File: src/rtl/cushion_queue.sv
// cushion_queue: DEPTH-entry in-order queue between execute and memory-read stages.
// Optional combinational empty-queue bypass when CUSHION_BYPASS_EN is defined.
module cushion_queue #(
    parameter int unsigned WIDTH       = 160,
    parameter int unsigned DEPTH       = 4,
    parameter int unsigned AFULL_LEVEL = 3
) (
    input  logic                     CLK,
    input  logic                     RST,
    input  logic                     FLUSH,
    input  logic                     MEM_WAIT,
    input  logic                     IN_VALID,
    input  logic [WIDTH-1:0]         IN_DATA,
    output logic                     IN_READY,
    output logic                     OUT_VALID,
    output logic [WIDTH-1:0]         OUT_DATA,
    input  logic                     OUT_READY,
    output logic [$clog2(DEPTH):0]   COUNT,
    output logic                     ALMOST_FULL
);

    localparam int unsigned ADDR_W = $clog2(DEPTH);
    localparam int unsigned CNT_W  = ADDR_W + 1;

    logic [WIDTH-1:0]  r_mem [DEPTH];
    logic [ADDR_W-1:0] r_wr_ptr;
    logic [ADDR_W-1:0] r_rd_ptr;
    logic [CNT_W-1:0]  r_count;

    logic w_empty;
    logic w_push;
    logic w_pop;
    logic w_wr_en;
    logic w_rd_en;
    logic w_bypass_take;

    assign w_empty     = (r_count == '0);
    assign IN_READY    = (r_count != CNT_W'(DEPTH));
    assign COUNT       = r_count;
    assign ALMOST_FULL = (r_count >= CNT_W'(AFULL_LEVEL));

`ifdef CUSHION_BYPASS_EN
    logic w_bypass;
    assign w_bypass  = w_empty & IN_VALID & ~FLUSH;
    assign OUT_VALID = ~w_empty | w_bypass;
    always_comb begin
        OUT_DATA = '0;
        if (!w_empty)
            OUT_DATA = r_mem[r_rd_ptr];
        else if (w_bypass)
            OUT_DATA = IN_DATA;
    end
    assign w_pop         = OUT_VALID & OUT_READY & ~MEM_WAIT & ~FLUSH;
    // A bypassed bundle consumed the same cycle never touches storage or pointers.
    assign w_bypass_take = w_bypass & w_pop;
`else
    assign OUT_VALID     = ~w_empty;
    assign OUT_DATA      = w_empty ? '0 : r_mem[r_rd_ptr];
    assign w_pop         = OUT_VALID & OUT_READY & ~MEM_WAIT & ~FLUSH;
    assign w_bypass_take = 1'b0;
`endif

    assign w_push  = IN_VALID & IN_READY & ~FLUSH;
    assign w_wr_en = w_push & ~w_bypass_take;
    assign w_rd_en = w_pop  & ~w_bypass_take;

    always_ff @(posedge CLK) begin
        if (w_wr_en)
            r_mem[r_wr_ptr] <= IN_DATA;
    end

    always_ff @(posedge CLK or negedge RST) begin
        if (!RST) begin
            r_wr_ptr <= '0;
            r_rd_ptr <= '0;
            r_count  <= '0;
        end else if (FLUSH) begin
            r_wr_ptr <= '0;
            r_rd_ptr <= '0;
            r_count  <= '0;
        end else begin
            if (w_wr_en)
                r_wr_ptr <= r_wr_ptr + ADDR_W'(1);
            if (w_rd_en)
                r_rd_ptr <= r_rd_ptr + ADDR_W'(1);
            case ({w_wr_en, w_rd_en})
                2'b10:   r_count <= r_count + CNT_W'(1);
                2'b01:   r_count <= r_count - CNT_W'(1);
                default: r_count <= r_count;
            endcase
        end
    end

endmodule

File: config.mk
export PLATFORM = sky130hd
export DESIGN_NAME = cushion_queue
export DESIGN_NICKNAME = d
export VERILOG_FILES = /design/src/rtl/cushion_queue.sv
export SDC_FILE = /design/constraint.sdc
export NUM_CORES = 1
export LEC_CHECK = 0
export ABC_CLOCK_PERIOD_IN_PS = 4800
export CAP_MARGIN = 0
export CORE_UTILIZATION = 49
export DETAILED_ROUTE_END_ITERATION = 12
export PLACE_DENSITY = 0.77
export SLEW_MARGIN = 20
export SYNTH_ARGS = -nofsm -noshare
export SYNTH_HDL_FRONTEND = slang
export SYNTH_SLANG_ARGS = --single-unit
File: constraint.sdc
create_clock -name CLK -period 4.8 [get_ports CLK]
set_input_delay 1.2 -clock CLK [delete_from_list [all_inputs] [get_ports CLK]]
set_output_delay 1.2 -clock CLK [all_outputs]
set_load 0.03 [all_outputs]
==> results.md <==
- Min cycle time layout: about 4500 ps
- Die H: between 200 and 250 um
- Clk sink count: about 650
- Post-synth ARST share: under 10%
- Multi-input combinational cell area: just under 5000 um2
- Routed Antenna Nets: 0
- Routability cong.: between 0.7 and 0.8
- DRC: 0
- Syn Area/Cell: 23.0 um2
- CTS Buf Count: 67
- Drt total wl: about 50000 um
- # hold bufs at CTS: 0
- # rows: 81
- FILL cells: 3380
- DRT iter0 DRCs: 867
- FF-to-FF Start: COUNT[0]
- Synth warn: 0
- Synth area leaders: edfxtp_1 78%, mux4_2 15%, and2_1 4.2%
- Worst EP required: 3600 ps
- Setup CP Type: reg2out
- Final core area utilization: 63.1%
- Power per cell area: 449 nW/um2
- Max cap viols: 0
- IO Count: between 300 and 400
- Synth top area share: roughly 78%
- Main synth FF type: edfxtp_1
- Max Clock Skew: 11.2 ps
- Period Utilization, post-route: 93.7%
- Drt wl/cell: around 23 um
- Clk Latency, worst-skew pair: roughly 600 ps
- Crit path max fanout: 38
- Hold Path Class: reg2reg
- Antenna violations before repair: 8
- Gr usage total: 19.9%
- Hold path startpoint: r_wr_ptr[1]
- Crit path DAT: 3300 ps
- Post-DR vias/cell: approximately 5.5
- CP Capture Type: primary output
- Number of flops mapped to enable cells by yosys: 640
- Share of layout cells above drive strength 1: between 20% and 30%
- CTS Root Cell: clkbuf_16
- Setup TNS: 0 ps
- Clk slew on worst S/H paths: 60 ps
- First-pass GRT wire length: between 70000 and 80000 um
- Drt first pass iters: 5
- Largest net degree at the start of global routing: between 90 and 100
- Starting Density: about half
- R2R Setup Slk: roughly 2200 ps
- CP startpoint kind: register
- Cell taking the most area after synthesis: edfxtp_1
- Status: finished, final reports clean
- Fin nets: between 1500 and 2000
- Static leakage: a little under 10 nW
- Post-place instance area: between 20000 and 30000 um2
- Slew @ Worst Pin: a little under 900 ps
- Fmax: 222 MHz
- Die width: 226 um
- Clock Path Buffers: 3
- Vias in the first global route: between 10000 and 15000
- RSZ-0062 raised after global routing: false
- Die area: roughly 50000 um2
- Endpoints failing setup: 0
- P&R area growth vs syn: 26.0%
- Slew Limit Fails: 0
- Routed vias: about 12000
- Grt total ovfl: 0
- Synth Cell Area: between 20000 and 25000 um2
- Post-Synthesis Net Count: between 1000 and 1500
- Post-cts resize count: 0
- Core Region: ~50000 um2
- Buffers on Ports: between 300 and 400
- Register Area: between 15000 and 20000 um2
- Final hold violations: 0
- Worst VDD drop: slightly above 0.4 mV
- CTS tree: yes
- # H-tree levels: 3
- Final instance area: 31100 um2
- # Post-CTS Setup Buffers: 0
- Part of the Yosys area used for sequential elements: 78.6%
- Slew HR: roughly 41%
- Post-DP HPWL: about 30000 um
- Distinct cells, synth: 34
- CP startpoint: r_rd_ptr[0]
- Mapped Cells: 1071
- Synth Register Bits: 647
[cell type report]
class                      count  area share, %
inverter                       3         0.0443
sequential                   647           62.4
clock inverter                37          0.901
antenna                        7         0.0563
timing repair buffer         368           12.4
multi-input combinational    364           16.0
tap                          664           2.67
clock buffer                  80           5.62
[stage by stage]
| stage | cells | power, mW | setup WS (ps) | hold WS [ps] |
|---|---|---|---|---|
| floorplan | 1071 | 8.10 | 745 | 543 |
| global placement | 2046 | 9.26 | 835 | 558 |
| detailed placement | 2046 | 9.28 | 832 | 567 |
| CTS | 2163 | 14.1 | 164 | 576 |
| global route | 2163 | 14.4 | 92.1 | 606 |
| finish | 2170 | 14.0 | 301 | 574 |
[cell families (layout without fill, tap and decap cells)]
kind of cell               after synthesis  after routing  synth area share (%)
muxes                                  162            162                  14.7
DFF                                    647            647                  78.6
AOI/OAI and AO/OA                        9              9                 0.304
and+or+nand+nor                        186            186                  4.70
xor gates and xnor gates                 2              2                0.0710
buffers and inverters                   60            488                  1.31
adders and majority gates                5              5                 0.284
other                                    0              7                     0
[flip-flops by register name, summed over array words and instances, names as in the netlist]
register and cells:
r_mem 640, r_rd_ptr 2, r_wr_ptr 2, COUNT 3
[report_power, final]
group          internal, mW  switching (mW)
clock network          2.76            2.05
logic                  1.15            1.50
registers              6.42          0.0783
[layout by cell type (no fill, tap or decap), drive strengths merged, types with 3 or more instances in the layout]
master	netlist	layout
edfxtp	640	640
clkdlybuf4s50	0	331
and2	164	164
mux4	160	160
clkbuf	26	80
buf	31	37
clkinv	0	26
inv	3	8
diode	0	7
dfrtp	7	7
nor2	6	6
ha	4	4
nand2b	3	3
nand3	3	3
bufinv	0	3
clkinvlp	0	3
[Yosys cell counts (2+ instances only)]
cell type	count
nor2b_1	2
buf_2	21
nand3_1	3
edfxtp_1	640
inv_1	2
mux4_2	160
nor2_1	6
xnor2_1	2
dfrtp_1	7
clkbuf_1	26
and2_1	164
buf_6	9
a21o_1	2
nand2b_1	3
ha_1	4
a21oi_1	2
[layer usage]
layer / GRT usage (%) / vias up / routed length [um]
met1: 26.7 / 6182 / 20700
met4: 5.93 / 8 / 824
met5: 0 / - / 54
met2: 31.1 / 463 / 24100
met3: 6.52 / 69 / 4670
li1: - / 5183 / -
[critical path: stages (launching register included)]
cell             delay (ps)
dfrtp_4                1000
buf_4                   380
mux4_2                  530
and2_1                  170
clkdlybuf4s50_1         580
[path summary, 6_finish.rpt]
kind | endpoint | cells past startpoint
min in group asynchronous | COUNT[2] | 1
hold / removal | r_wr_ptr[1] | 2
setup / recovery | OUT_DATA[128] | 4
max in group asynchronous | r_rd_ptr[0] | 1
setup reg to reg | r_mem[2][4] | 4
hold reg to reg | r_wr_ptr[1] | 2
Note: power is estimated with default switching activity, not from simulation.
